### config.mk
export PLATFORM = sky130hd
export DESIGN_NAME = frame_checker_csr
export DESIGN_NICKNAME = d
export VERILOG_FILES = /design/src/rtl/frame_checker_pkg.sv /design/src/rtl/frame_checker_csr.sv
export SDC_FILE = /design/constraint.sdc
export NUM_CORES = 1
export LEC_CHECK = 0
export ABC_AREA = 1
export CORE_AREA = 2 2 149 151
export DETAILED_ROUTE_END_ITERATION = 7
export DIE_AREA = 0 0 151 153
export GPL_TIMING_DRIVEN = 0
export PLACE_DENSITY = 0.7
export SYNTH_ARGS = -nofsm -noshare
export SYNTH_HDL_FRONTEND = slang
export SYNTH_SLANG_ARGS = --single-unit
### constraint.sdc
create_clock -name clk -period 7.1 [get_ports clk]
set_input_delay 0.71 -clock clk [delete_from_list [all_inputs] [get_ports clk]]
set_output_delay 0.71 -clock clk [all_outputs]
set_load 0.01 [all_outputs]
### src/rtl/frame_checker_pkg.sv
// rtl/frame_checker_pkg.sv - shared constants, register map and enums for frame_checker
package frame_checker_pkg;

  localparam logic [15:0] PREAMBLE_WORD = 16'hAAAA;
  localparam logic [15:0] SFD_WORD      = 16'hAAAB;
  localparam int          HDR_BEATS     = 12;

  localparam logic [7:0] ADDR_MAC0   = 8'd0;
  localparam logic [7:0] ADDR_CTRL   = 8'd6;
  localparam logic [7:0] ADDR_STATUS = 8'd7;
  localparam logic [7:0] ADDR_GOOD   = 8'd8;
  localparam logic [7:0] ADDR_ERR    = 8'd9;
  localparam logic [7:0] ADDR_FILT   = 8'd10;
  localparam logic [7:0] ADDR_SUM0   = 8'd11;
  localparam logic [7:0] ADDR_LEN0   = 8'd15;
  localparam logic [7:0] ADDR_TYPE0  = 8'd17;
  localparam logic [7:0] ADDR_SRC0   = 8'd19;

  typedef enum logic [1:0] {S_PRE, S_HDR, S_PAY, S_DRAIN} state_t;
  typedef enum logic [1:0] {GOOD, FILTERED, ERROR} cstat_t;

endpackage

### src/rtl/frame_checker_csr.sv
// rtl/frame_checker_csr.sv - Avalon register file, frame counters and last-frame capture
module frame_checker_csr
  import frame_checker_pkg::*;
(
  input  logic        clk,
  input  logic        reset,
  input  logic [7:0]  writedata,
  input  logic        write,
  input  logic        chipselect,
  input  logic [7:0]  address,
  input  logic        read,
  output logic [7:0]  readdata,
  input  logic        i_done,
  input  cstat_t      i_stat,
  input  logic [31:0] i_sum,
  input  logic [15:0] i_len,
  input  logic [15:0] i_type,
  input  logic [47:0] i_src,
  input  logic        i_in_frame,
  output logic        o_enable,
  output logic        o_filt_en,
  output logic [47:0] o_mac
);

  logic [47:0] r_mac, r_src;
  logic        r_enable, r_filt_en, r_clr, r_last_err;
  logic [7:0]  r_good, r_err, r_filt, r_rdata;
  logic [31:0] r_sum;
  logic [15:0] r_len, r_type;
  logic [7:0]  w_rmux;
  logic        w_wr;
  logic        w_unused;

  assign w_wr      = chipselect && write;
  assign w_unused  = &{1'b0, writedata[7:3]};
  assign o_enable  = r_enable;
  assign o_filt_en = r_filt_en;
  assign o_mac     = r_mac;
  assign readdata  = r_rdata;

  // clear is held one cycle so it lines up with the completion pulse of a
  // frame whose tlast shares the cycle of the clear write
  always_ff @(posedge clk) begin
    if (reset) begin
      r_mac      <= '0;
      r_enable   <= 1'b0;
      r_filt_en  <= 1'b0;
      r_clr      <= 1'b0;
      r_last_err <= 1'b0;
      r_good     <= '0;
      r_err      <= '0;
      r_filt     <= '0;
      r_sum      <= '0;
      r_len      <= '0;
      r_type     <= '0;
      r_src      <= '0;
      r_rdata    <= '0;
    end else begin
      r_clr <= 1'b0;
      if (w_wr) begin
        if (address <= 8'd5) begin
          r_mac[{address[2:0], 3'b000} +: 8] <= writedata;
        end else if (address == ADDR_CTRL) begin
          r_enable  <= writedata[0];
          r_clr     <= writedata[1];
          r_filt_en <= writedata[2];
        end
      end
      if (r_clr) begin
        r_good <= '0;
        r_err  <= '0;
        r_filt <= '0;
      end else if (i_done) begin
        case (i_stat)
          GOOD:     r_good <= r_good + 8'd1;
          FILTERED: r_filt <= r_filt + 8'd1;
          default:  r_err  <= r_err + 8'd1;
        endcase
      end
      if (i_done) begin
        r_last_err <= (i_stat == ERROR);
        if (i_stat != ERROR) begin
          r_sum  <= i_sum;
          r_len  <= i_len;
          r_type <= i_type;
          r_src  <= i_src;
        end
      end
      r_rdata <= (chipselect && read) ? w_rmux : 8'h00;
    end
  end

  always_comb begin
    w_rmux = 8'h00;
    case (address)
      8'd0, 8'd1, 8'd2, 8'd3, 8'd4, 8'd5:
                           w_rmux = r_mac[{address[2:0], 3'b000} +: 8];
      ADDR_CTRL:           w_rmux = {5'd0, r_filt_en, 1'b0, r_enable};
      ADDR_STATUS:         w_rmux = {6'd0, r_last_err, i_in_frame};
      ADDR_GOOD:           w_rmux = r_good;
      ADDR_ERR:            w_rmux = r_err;
      ADDR_FILT:           w_rmux = r_filt;
      ADDR_SUM0:           w_rmux = r_sum[7:0];
      ADDR_SUM0 + 8'd1:    w_rmux = r_sum[15:8];
      ADDR_SUM0 + 8'd2:    w_rmux = r_sum[23:16];
      ADDR_SUM0 + 8'd3:    w_rmux = r_sum[31:24];
      ADDR_LEN0:           w_rmux = r_len[7:0];
      ADDR_LEN0 + 8'd1:    w_rmux = r_len[15:8];
      ADDR_TYPE0:          w_rmux = r_type[7:0];
      ADDR_TYPE0 + 8'd1:   w_rmux = r_type[15:8];
      ADDR_SRC0:           w_rmux = r_src[7:0];
      ADDR_SRC0 + 8'd1:    w_rmux = r_src[15:8];
      ADDR_SRC0 + 8'd2:    w_rmux = r_src[23:16];
      ADDR_SRC0 + 8'd3:    w_rmux = r_src[31:24];
      ADDR_SRC0 + 8'd4:    w_rmux = r_src[39:32];
      ADDR_SRC0 + 8'd5:    w_rmux = r_src[47:40];
      default:             w_rmux = 8'h00;
    endcase
  end

endmodule

==> metrics.yaml <==
floorplan:
  die_w_um: 151
  top_level_ports: 195
  rows: 54
  initial_core_util_pct: 44.1
  coreArea_sq_mm: 0.0215
  fp.dieH_um: 153
  fp.dieArea_sq_mm: 0.0231
routing:
  ant_nets: 0
  avgRoutedWirePerCell_um: 17.0
  drc_errors: 0
  via_per_inst: 5.34
  vias: 10300
  routed_wl_um: 32900
  dr.pass1.iters: 8
  drt_iter0_markers: 990
sta:
  setup_viol: 0
  fin_crit_ns: 3.44
  slew_headroom_pct: 42.5
  fin_ws_ns: 3.66
  tightest_slew_ns: 0.862
  drv_slew: 0
  timing.fmax_mhz: 291
  post-route-period-util_pct: 48.5
  final.setup.tns_ns: 0
  finalHoldViolCount: 0
  rsz0062_at_grt: "false"
  skew_ns: 0.00999
power_and_ir_drop:
  power_frac_seq_pct: 48.0
  vdd_drop_max_v: 0.000151
  p_int_mw: 1.78
  clkPwrFrac_pct: 40.4
  power_switching_mw: 0.663
  comb_power_share_pct: 11.6
  p_per_area_mw_per_mm2: 198
  total_power_mw: 2.44
  swShare_pct: 27.2
  p_leak_nw: 5.26
synth:
  netlist_top_cells_area: "dfxtp_1, nand2_1, nand3_1"
  postSynthCellCount: 1429
  yosysUniqueCellTypes: 36
  syn_area_sq_mm: 0.00948
  ys_warn_count: 0
  syn-num-nets: 1575
  synth.avg_cell_area_sq_um: 6.63
  seq_area_frac_synth_pct: 41.4
  yosys_register_bits: 196
  synth_top_area_share_pct: 41.4
  async_flop_share_pct: 0
  ys.flop_type: "dfxtp_1"
  synth_edf_count: 0
  yosysTopAreaCell: "dfxtp_1"
min_path:
  min_from: "r_err[7]"
  hold_path_class: "flip-flop to flip-flop"
clock_network:
  cts_made_buffers: 17
  hold_buffers: 0
  clk_pin_slew_ns: 0.08
  clk_latency_ns: 0.45
  cts_buffer_depth: 2
  cts_tree: "done"
  cts_root_buf: "clkbuf_16"
  cts_setup_buffers: 0
  cts_sinks: 196
  post_cts_resized: 0
  htreeDepth: 4
placed_design:
  io_buffers: 191
  gp_congestion: 0.962
  dp_hpwl_um: 25300
  place_worst_setup_slack_ns: 3.26
critical_path:
  path_class: "input port to flip-flop"
  critPathCaptureType: "flip-flop"
  cp.arrival_ns: 3.75
  start_kind: "input port"
  r2r_start: "r_filt[0]"
  cp.required_ns: 7.40
  cp_max_fo: 11
  crit_start: "address[1]"
global_routing:
  antenna_found_initial: 0
  grt_remaining_overflow: 0
  grt_use_total_pct: 28.6
  grt_max_degree: 19
  grt_pass1_vias: 9425
  grt_first_pass_wirelength_um: 51200
cells_and_area:
  nFillCells: 2094
  syn2layout_area_growth_pct: 30.2
  final_common_cell: "nand2_1"
  drive_gt1_share_pct: 4.78
  diodes: 0
  utilization_pct: 57.4
  layout_common_cells: "nand2_1, nand3_1, dfxtp_1, clkdlybuf4s50_1, nor2_1"
  nets: 1785
flow_run:
  maxCapViolations: 0
run_status:
  status: "finished, final reports clean"
worst paths after layout:
kind | endpoint | slack [ns] | depth (start not counted)
setup / recovery | o_mac[29] | 3.66 | 11
hold reg to reg | r_err[7] | 0.47 | 2
hold / removal | r_err[7] | 0.47 | 2
setup reg to reg | r_filt[6] | 5.57 | 8
final cells by class:
cell class,count,area [sq um],share of cell area [%]
multi-input combinational,1052,4810,39.0
sequential,196,3920,31.8
timing repair buffer,191,1910,15.5
clock buffer,19,453,3.67
inverter,107,407,3.30
tap,280,350,2.84
buffer,74,333,2.70
clock inverter,13,148,1.20
kinds of logic (layout without fill, tap and decap cells):
kind of cell | after synthesis | count (layout) | synth area share, %
flops | 196 | 196 | 41.4
simple gates | 844 | 844 | 38.3
buf+inv | 181 | 404 | 7.80
xor+xnor | 3 | 3 | 0.277
fa+ha+maj | 9 | 9 | 1.19
compound gates | 196 | 196 | 11.0
synthesized netlist by cell type (all sizes together), types with 2 or more instances:
cell    number
a211oi       8
a21o         2
a21oi      141
a22oi        3
buf         28
clkbuf      46
clkinv       4
dfxtp      196
ha           9
inv        103
nand2      432
nand3      213
nand3b       3
nand4        3
nor2       171
nor3        15
nor3b        6
o211ai       9
o21ai       33
xor2         3
critical path, cell delays in order:
cell             delay, ns
clkdlybuf4s50_1       0.59
buf_2                 0.31
clkinv_1              0.38
ha_1                  0.42
ha_1                  0.38
inv_1                 0.10
nor4_1                0.42
nand2_4               0.13
buf_6                 0.17
nor2_1                0.08
a211oi_1              0.05
metal layers:
layer | GRT usage [%] | part of all wire (%) | up-vias
met4 | 11.0 | 3.2 | 0
met3 | 4.33 | 8.7 | 79
met1 | 41.3 | 45 | 4711
met2 | 42.8 | 44 | 489
met5 | 0 | 0 | -
li1 | - | - | 5032
power groups by stage:
stage	sequential, mW	combinational [mW]	clock, mW
global route	1.17	0.311	1.03
CTS	1.17	0.279	0.988
floorplan	1.18	0.144	0
global placement	1.19	0.275	0
finish	1.17	0.283	0.986
detailed placement	1.19	0.278	0
metrics by stage:
| step | hold slack (ns) | instance area [sq um] | instances |
|---|---|---|---|
| 5_1_grt | 0.488 | 12300 | 1932 |
| 3_3_place_gp | 0.447 | 11700 | 1900 |
| 6_report | 0.467 | 12300 | 1932 |
| 4_1_cts | 0.464 | 12300 | 1932 |
| 2_1_floorplan | 0.439 | 9480 | 1429 |
| 3_5_place_dp | 0.454 | 11700 | 1900 |
flip-flops by register name, indices dropped and copies added (netlist names), 8 cells and up:
register	count
r_err	8
readdata	8
r_len	16
r_type	16
r_sum	32
r_src	48
r_filt	8
r_good	8
o_mac	48
Note: power is estimated with default switching activity, not from simulation.
